`src/rtl/sonic_echo_responder.sv`:
```
// Sensor-side emulation of an ultrasonic ranger: answers a trigger pulse with an echo whose width encodes dist_cm.
// Optional macro SONIC_ECHO_CNT_EN adds a saturating echo_cnt output counting completed echoes.
module sonic_echo_responder #(
    parameter int CLK_FREQ_HZ = 100000000,
    parameter int TRIG_MIN_US = 10,
    parameter int BURST_US    = 200,
    parameter int US_PER_CM   = 58,
    parameter int MIN_CM      = 2,
    parameter int MAX_CM      = 400,
    parameter int TIMEOUT_US  = 38000,
    parameter int HOLDOFF_US  = 1000,
    parameter int DIST_W      = 9
) (
    input  logic              clk,
    input  logic              rst_n,
    input  logic              trigger,
    input  logic [DIST_W-1:0] dist_cm,
    input  logic              obj_present,
    output logic              echo,
    output logic              busy,
    output logic              trig_err
`ifdef SONIC_ECHO_CNT_EN
    ,
    output logic [15:0]       echo_cnt
`endif
);

    localparam int CYC_PER_US  = CLK_FREQ_HZ / 1000000;
    localparam int PRE_W       = $clog2(CYC_PER_US);
    localparam int TRIG_THRESH = TRIG_MIN_US * CYC_PER_US;
    localparam int CNT_W       = $clog2(TRIG_THRESH + 1);

    localparam logic [PRE_W-1:0] PRE_MAX   = PRE_W'(CYC_PER_US - 1);
    localparam logic [CNT_W-1:0] THRESH_C  = CNT_W'(TRIG_THRESH);
    localparam logic [15:0]      BURST_LIM = 16'(BURST_US - 1);
    localparam logic [15:0]      HOLD_LIM  = 16'(HOLDOFF_US - 1);
    localparam logic [15:0]      TIMEOUT_W = 16'(TIMEOUT_US);
    localparam logic [15:0]      MIN_W     = 16'(MIN_CM * US_PER_CM);
    localparam logic [15:0]      UPC_C     = 16'(US_PER_CM);
    localparam logic [15:0]      MIN_D     = 16'(MIN_CM);
    localparam logic [15:0]      MAX_D     = 16'(MAX_CM);

    generate
        if (CYC_PER_US < 2 || TIMEOUT_US >= 65536 || MAX_CM * US_PER_CM >= 65536 ||
            BURST_US < 1 || BURST_US > 65536 || HOLDOFF_US < 1 || HOLDOFF_US > 65536 ||
            MIN_CM < 1 || TRIG_MIN_US < 1 || DIST_W > 16) begin : g_param_err
            $error("sonic_echo_responder: illegal parameter combination");
        end
    endgenerate

    typedef enum logic [2:0] {
        S_IDLE    = 3'd0,
        S_TRIG_HI = 3'd1,
        S_BURST   = 3'd2,
        S_ECHO    = 3'd3,
        S_HOLDOFF = 3'd4
    } state_t;

    state_t             r_state;
    state_t             w_next;
    logic               r_trig_meta;
    logic               r_trig_s;
    logic               r_trig_d;
    logic [PRE_W-1:0]   r_pre;
    logic [15:0]        r_us;
    logic [CNT_W-1:0]   r_hi_cnt;
    logic [15:0]        r_width_us;
    logic               r_echo;
    logic               r_busy;
    logic               r_trig_err;
    logic               w_trig_rise;
    logic               w_trig_fall;
    logic               w_tick;
    logic               w_done;
    logic               w_accept;
    logic               w_reject;
    logic [15:0]        w_limit;
    logic [15:0]        w_dist16;
    logic [15:0]        w_width_calc;

    assign w_trig_rise = r_trig_s & ~r_trig_d;
    assign w_trig_fall = ~r_trig_s & r_trig_d;
    assign w_tick      = (r_pre == PRE_MAX);
    assign w_done      = w_tick && (r_us == w_limit);
    assign w_dist16    = 16'(dist_cm);

    // Two-flop synchronizer plus a delayed copy for edge detection
    always_ff @(posedge clk or negedge rst_n) begin
        if (!rst_n) begin
            r_trig_meta <= 1'b0;
            r_trig_s    <= 1'b0;
            r_trig_d    <= 1'b0;
        end else begin
            r_trig_meta <= trigger;
            r_trig_s    <= r_trig_meta;
            r_trig_d    <= r_trig_s;
        end
    end

    always_comb begin
        w_width_calc = 16'd0;
        if (!obj_present || (w_dist16 > MAX_D)) begin
            w_width_calc = TIMEOUT_W;
        end else if (w_dist16 < MIN_D) begin
            w_width_calc = MIN_W;
        end else begin
            w_width_calc = w_dist16 * UPC_C;
        end
    end

    // Final-microsecond index for each timed state; every interval is N whole microseconds
    always_comb begin
        w_limit = 16'd0;
        case (r_state)
            S_BURST:   w_limit = BURST_LIM;
            S_ECHO:    w_limit = r_width_us - 16'd1;
            S_HOLDOFF: w_limit = HOLD_LIM;
            default:   w_limit = 16'd0;
        endcase
    end

    always_comb begin
        w_next   = r_state;
        w_accept = 1'b0;
        w_reject = 1'b0;
        case (r_state)
            S_IDLE: begin
                if (w_trig_rise) begin
                    w_next = S_TRIG_HI;
                end else begin
                    w_next = S_IDLE;
                end
            end
            S_TRIG_HI: begin
                if (w_trig_fall) begin
                    if (r_hi_cnt >= THRESH_C) begin
                        w_accept = 1'b1;
                        w_next   = S_BURST;
                    end else begin
                        w_reject = 1'b1;
                        w_next   = S_IDLE;
                    end
                end else begin
                    w_next = S_TRIG_HI;
                end
            end
            S_BURST: begin
                if (w_done) begin
                    w_next = S_ECHO;
                end else begin
                    w_next = S_BURST;
                end
            end
            S_ECHO: begin
                if (w_done) begin
                    w_next = S_HOLDOFF;
                end else begin
                    w_next = S_ECHO;
                end
            end
            S_HOLDOFF: begin
                if (w_done) begin
                    w_next = S_IDLE;
                end else begin
                    w_next = S_HOLDOFF;
                end
            end
            default: begin
                w_next = S_IDLE;
            end
        endcase
    end

    always_ff @(posedge clk or negedge rst_n) begin
        if (!rst_n) begin
            r_state <= S_IDLE;
        end else begin
            r_state <= w_next;
        end
    end

    // Prescaler and microsecond counter restart on every state change
    always_ff @(posedge clk or negedge rst_n) begin
        if (!rst_n) begin
            r_pre <= '0;
            r_us  <= 16'd0;
        end else if (w_next != r_state) begin
            r_pre <= '0;
            r_us  <= 16'd0;
        end else if (w_tick) begin
            r_pre <= '0;
            r_us  <= r_us + 16'd1;
        end else begin
            r_pre <= r_pre + PRE_W'(1);
        end
    end

    // Trigger-high width; IDLE preloads 1 so the rise cycle itself is counted
    always_ff @(posedge clk or negedge rst_n) begin
        if (!rst_n) begin
            r_hi_cnt <= '0;
        end else if (r_state == S_IDLE) begin
            r_hi_cnt <= CNT_W'(1);
        end else if ((r_state == S_TRIG_HI) && r_trig_s && (r_hi_cnt != THRESH_C)) begin
            r_hi_cnt <= r_hi_cnt + CNT_W'(1);
        end else begin
            r_hi_cnt <= r_hi_cnt;
        end
    end

    always_ff @(posedge clk or negedge rst_n) begin
        if (!rst_n) begin
            r_width_us <= 16'd0;
        end else if (w_accept) begin
            r_width_us <= w_width_calc;
        end else begin
            r_width_us <= r_width_us;
        end
    end

    always_ff @(posedge clk or negedge rst_n) begin
        if (!rst_n) begin
            r_echo     <= 1'b0;
            r_busy     <= 1'b0;
            r_trig_err <= 1'b0;
        end else begin
            r_echo     <= (r_state == S_ECHO);
            r_busy     <= (r_state inside {S_BURST, S_ECHO, S_HOLDOFF});
            r_trig_err <= w_reject;
        end
    end

    assign echo     = r_echo;
    assign busy     = r_busy;
    assign trig_err = r_trig_err;

`ifdef SONIC_ECHO_CNT_EN
    logic [15:0] r_echo_cnt;

    // r_echo high while the FSM has left ECHO means echo falls on this edge
    always_ff @(posedge clk or negedge rst_n) begin
        if (!rst_n) begin
            r_echo_cnt <= 16'd0;
        end else if (r_echo && (r_state != S_ECHO) && (r_echo_cnt != 16'hFFFF)) begin
            r_echo_cnt <= r_echo_cnt + 16'd1;
        end else begin
            r_echo_cnt <= r_echo_cnt;
        end
    end

    assign echo_cnt = r_echo_cnt;
`endif

endmodule

```
`config.mk`:
```
export PLATFORM = sky130hd
export DESIGN_NAME = sonic_echo_responder
export DESIGN_NICKNAME = d
export VERILOG_FILES = /design/src/rtl/sonic_echo_responder.sv
export SDC_FILE = /design/constraint.sdc
export NUM_CORES = 1
export LEC_CHECK = 0
export CELL_PAD_IN_SITES_DETAIL_PLACEMENT = 2
export CELL_PAD_IN_SITES_GLOBAL_PLACEMENT = 2
export CORE_MARGIN = 1.5
export CORE_UTILIZATION = 36
export CTS_CLUSTER_SIZE = 24
export DETAILED_ROUTE_END_ITERATION = 6
export MAX_ROUTING_LAYER = met4
export PLACE_DENSITY = 0.77
export SYNTH_ARGS = -nofsm -noshare
export SYNTH_HDL_FRONTEND = slang
export SYNTH_SLANG_ARGS = --single-unit
```
`constraint.sdc`:
```
create_clock -name clk -period 3.2 [get_ports clk]
set_input_delay 0.8 -clock clk [delete_from_list [all_inputs] [get_ports clk]]
set_output_delay 0.8 -clock clk [all_outputs]
set_load 0.005 [all_outputs]
```
# After elaboration in Yosys (flattened, before gate mapping)
# Index checks and enable logic that the tools add are counted.
[totals] ff_bits=58 in_bits=13 out_inout_bits=3 word_cells=62
[op_classes] n_addsub=4 mul=1 n_lt_le_gt_ge=3 n_eq_ne=8 muxes=22 bitwise_logic=4 reduce_logical=9
[op_table] cell="$mux 16" count=3
[op_table] cell="$pmux 16 s3" count=1
[op_table] cell="$mux 10" count=2
[op_table] cell="$add 16x1->16 const B" count=1
[op_table] cell="$eq 16x16->1" count=1
[op_table] cell="$sub 16x1->16 const B" count=1
[op_table] cell="$mux 15" count=1
[op_table] cell="$pmux 3 s5" count=1
[op_table] cell="$mul 9x5->14 const B" count=1
[op_table] cell="$mux 7" count=2
[op_table] cell="$add 10x1->10 const B" count=1
[op_table] cell="$ge 10x10->1 const B" count=1
[op_table] cell="$ne 10x10->1 const B" count=1
[op_table] cell="$gt 9x9->1 const B" count=1
[op_table] cell="$lt 9x2->1 const B" count=1
[op_table] cell="$mux 3" count=3
[op_table] cell="$mux 1" count=8
[op_table] cell="$add 7x1->7 const B" count=1
[op_table] cell="$eq 7x7->1 const B" count=1
[op_table] cell="$eq 3x2->1 const B" count=2
[op_table] cell="$reduce_bool 2->1" count=2
[op_table] cell="$eq 3x1->1 const B" count=1
[op_table] cell="$eq 3x3->1 const B" count=1
[op_table] cell="$logic_and 1x1->1" count=3
[op_table] cell="8 further kinds" count=10

# Logic depth before layout (Yosys ltp)
[depth] word_depth=8 mapped_depth=14 ltp_nobuf=14

# Least setup slack after synthesis
# Ideal clock, no wire load.
[synth_path] path_kind="input port to flip-flop" startpoint="input port dist_cm[1]" endpoint="register r_width_us[14]" setup_time_ns=0.135 arrival_ns=3.602 t_required_ns=3.065 slack_ns=-0.538 stages=14 path_buffers=0 cell_sequence="fa_1 > ha_1 > inv_1 > fa_1 > inv_1 > ha_1 > a21o_1 > a21oi_1 > o21bai_1 > a21oi_1 > o21ai_0 > a31oi_1 > xnor2_1 > o21ai_0"
[synth_via] elab_chain_cells=3 elab_cells_between_ends=6 classes_between="mul: 1; order compare: 2; mux: 2; reduce/logical: 1"
[synth_rtl] item="from (decl)" line_no="17" source="input logic [DIST_W-1:0] dist_cm,"
[synth_rtl] item="$mul 9x5->14 (tied with other cells)" line_no="107" source="w_width_calc = w_dist16 * UPC_C;"
[synth_rtl] item="$mux 15 / $logic_or 1x1->1 (equally long branches)" line_no="104, 102"
[synth_rtl] item="$mux 16 (*)" line_no="102" source="if (!obj_present || (w_dist16 > MAX_D)) begin"
[synth_rtl] item="to (signal assigned)" line_no="215" source="r_width_us <= w_width_calc;"
[synth_rtl] item="to (signal assigned)" line_no="217" source="r_width_us <= r_width_us;"
[synth_rtl] item="to (decl)" line_no="67" source="logic [15:0] r_width_us;"
# Every way passes the cells marked *; elsewhere a longest branch is shown, timed or not.
# A chain may end at the register's enable or synchronous reset.

# Worst setup path after layout
[layout_path] startpoint="input port dist_cm[3]" endpoint="register r_width_us[12]"
# The elaborated chain is that of the path after synthesis.

==> out/metrics.cfg <==
[routing]
wl_per_cell_um=28.27
drtIter0Drc=275
avgViaCountPerCell=5.863
firstDrtPassIters=6
drcViolationCount=0
totalWireLength_um=20970
postRouteAntennaNets=0
vias=4350

[grt]
grt_max_degree=40
grt_pass1_wl_um=28710
grt-ovfl-total=0
antenna_found_initial=0
grt_pass1_vias=4851
grt_usage=0.3042

[place]
hpwlAfterDp_um=11030
pre_cts_ws_ns=-1.299
dp.cells=707
gp_congestion=0.7928
port_buffers=15

[setup_path]
cp.required_ns=3.41
arrival_ns=3.80
cp_max_fo=4
critPathKind=primary input to register
r2r_start=r_width_us[7]
path_cells=buf_2, buf_4, fa_1, ha_1, inv_1, fa_1, inv_1, ha_4, inv_2, o21bai_1, a21oi_2, o21ai_2, buf_4, xnor2_4, o22ai_2
critPathSlowestCell=fa_1
cp-start-kind=primary input
slowest_delay_ns=0.51
timing.rr.end=r_pre[3]
end_kind=register
reg2reg_depth=10
r2r_slack_ns=-0.37

[synth]
synthArstFlopShare=1.000
synth_ff_type=dfrtp_1
synth_area_per_cell_sq_um=9.504
synth_top_area_cell=dfrtp_1
synthTopCellsByArea=dfrtp_1 32%, ha_1 12%, fa_1 5.8%, xnor2_1 5.4%, xor2_1 4.9%
yosys_warnings=0
ys_seq_area_frac=0.3160
synth_edf_count=0
synth_seq_cells=57
synth_nets=543
synth_cells=475
yosysUniqueCellTypes=59
netlist_area_sq_mm=0.004514
synth_top_area_frac=0.3160

[clock_tree]
clk_pin_slew_worst_paths_ns=0.06
htreeDepth=3
clock-sinks=57
cts_tree=built
numCtsBuffers=9
clock_latency_ns=0.35
ctsLongestPathBuffers=2
cts_hold_buf=0
cts_root_buffer=clkbuf_16

[die]
dieHeight_um=115.0
die_x_um=115.0
num_rows=40
ios=16
start_util=0.3727
dieArea_sq_mm=0.01322
core-area_sq_mm=0.01211

[cells_and_area]
fin_util=0.5179
final_cell_count_no_fill=742
finalNetCount=638
antenna_cells=0
drive_gt1_frac=0.3084
syn_to_final_growth_pct=38.94

[timing]
finalHoldViolations=0
setup_viol=34
timing.final.crit_share=1.124
relSlewSlack=0.2208
fmax_mhz=278.1
worstMarginPinSlew_ns=1.160
worst_slack_ns=-0.3963
rsz0062_at_grt=true
fin_crit_ns=3.596
drv_slew=0
fin_skew_ns=0.01245

[pwr]
peakVddDrop_mv=0.3202
p_per_area_mw_per_mm2=479.7
cellLeakagePower_nw=2.829

[flow_run]
max_cap_viol_count=0

[worst_hold_path]
worstHoldStart=r_trig_meta
whs_path_depth=0
hold_path_end=r_trig_s
worst_hold_path_type=register to register

[run_status]
violations=setup timing
outcome=complete, but fails checks

[cells in the mapped netlist, types with 2 or more instances]
cell	n
and3_1	11
nand4_1	10
o211a_1	2
o21ai_0	11
o22a_1	4
o21ai_1	2
or3_1	4
clkbuf_1	9
a21oi_1	20
nor2b_1	4
a221oi_1	2
or4_1	5
inv_1	38
buf_2	2
dfrtp_1	57
nand3_1	17
o21bai_1	3
nor2_1	33
o2111ai_1	2
nor3_1	10
nand2b_1	5
o22ai_1	3
buf_6	5
a21boi_0	4
o21a_1	2
ha_1	42
o211ai_1	2
o31ai_1	2
nor4_1	11
a21o_1	4
nor3_2	18
fa_1	13
nand4b_1	2
xor2_1	25
xnor2_1	28
nand2_1	33
mux2i_1	4
nor3b_1	5
[timing repair]
item                                    4_1_cts  5_1_grt
pin swaps                                    30       42
endpoints found under the setup margin       33       34
gates resized for setup                      65       45
buffers inserted                             13        5
cloned                                        2        3
[final cells by class]
class | count | area (sq um)
Clock buffer | 12 | 256.5
Inverter | 38 | 142.6
Fill cell | 1236 | 5839
Tap cell | 168 | 210.2
Sequential cell | 57 | 1426
Multi-Input combinational cell | 363 | 3271
Clock inverter | 3 | 40.04
Timing Repair Buffer | 101 | 925.9
[metal layers]
metal,global-route usage,routed length [um],vias up,share of wire
met5,-,0,-,0
met4,0.1712,1089,0,0.052
met3,0.05166,936,77,0.045
met2,0.5397,10790,177,0.51
met1,0.3197,8155,2238,0.39
li1,-,-,1858,-
[placed cells by master, fill, tap and decap left out, types with 4 or more instances in the layout]
cell	netlist	layout
inv_1	38	34
a21o_1	4	4
clkdlybuf4s50_1	0	8
a21oi_2	0	5
nor4_1	11	4
nand2b_1	5	5
nor3_2	18	5
nor3_4	0	13
nor2_1	33	33
fa_1	13	11
or3_1	4	4
or4_4	0	4
buf_12	0	7
nor3_1	10	10
xnor2_1	28	23
o22a_1	4	4
nand4_1	10	10
ha_4	0	5
buf_6	5	5
xor2_1	25	24
mux2i_1	4	4
inv_2	0	4
and3_1	11	11
nor4_4	1	6
buf_4	1	72
ha_1	42	37
clkbuf_16	0	11
nor2b_1	4	4
o21ai_0	11	7
a21oi_1	20	13
dfrtp_1	57	57
nand3_1	17	17
buf_2	2	4
nand2_1	33	33
[stage by stage]
step / hold WS, ns / power, mW / TNS (ns) / cell area (sq um)
floorplan: 0.3312 / 1.229 / -0.8090 / 4537
global placement: 0.3460 / 1.489 / -7.250 / 5305
detailed placement: 0.3498 / 1.585 / -11.76 / 5305
CTS: 0.3695 / 2.788 / -3.296 / 5957
global route: 0.3753 / 3.102 / -14.87 / 6272
finish: 0.3652 / 3.009 / -10.83 / 6272
[cell families (layout without fill, tap and decap cells)]
| family | after synthesis | after routing | synth area share |
|---|---|---|---|
| muxes | 5 | 5 | 0.01136 |
| xor gates and xnor gates | 53 | 53 | 0.1028 |
| buffers and inverters | 55 | 154 | 0.05543 |
| and+or+nand+nor | 178 | 178 | 0.2303 |
| DFF | 57 | 57 | 0.3160 |
| adders and majority gates | 55 | 55 | 0.1741 |
| AOI/OAI and AO/OA | 72 | 72 | 0.1100 |
[worst max-delay path, delay by kind of cell]
kind | cells | cell delay, ns
adder cells (fa/ha/maj) | 4 | 1.60
buffers and inverters | 6 | 0.65
AO/OA/AOI/OAI | 4 | 0.62
XOR/XNOR | 1 | 0.12
[power breakdown]
part	total (mW)	switching, mW	internal (mW)	leakage [nW]
logic	1.18	0.611	0.574	1.95
registers	0.818	0.0597	0.758	0.729
clock network	1.01	0.369	0.638	0.148
[sequential cells by signal (all words and copies together) (netlist names)]
signal	count
r_pre	7
r_state	3
trig_err	1
echo	1
busy	1
r_trig_s	1
r_us	16
r_hi_cnt	10
r_trig_meta	1
r_width_us	15
r_trig_d	1
[how the worst max path moves through the flow]
stage | endpoint | slack [ns] | start | depth (start not counted)
final | r_width_us[12] | -0.40 | dist_cm[3] | 15
after global routing | r_us[10] | -0.51 | r_width_us[7] | 10
after CTS | r_width_us[14] | -0.32 | dist_cm[2] | 15
after detailed placement | r_width_us[13] | -1.30 | dist_cm[2] | 14
after global placement | r_width_us[13] | -0.95 | dist_cm[2] | 14
after floorplan | r_width_us[13] | -0.26 | dist_cm[1] | 13
Note: power is estimated with default switching activity, not from simulation.
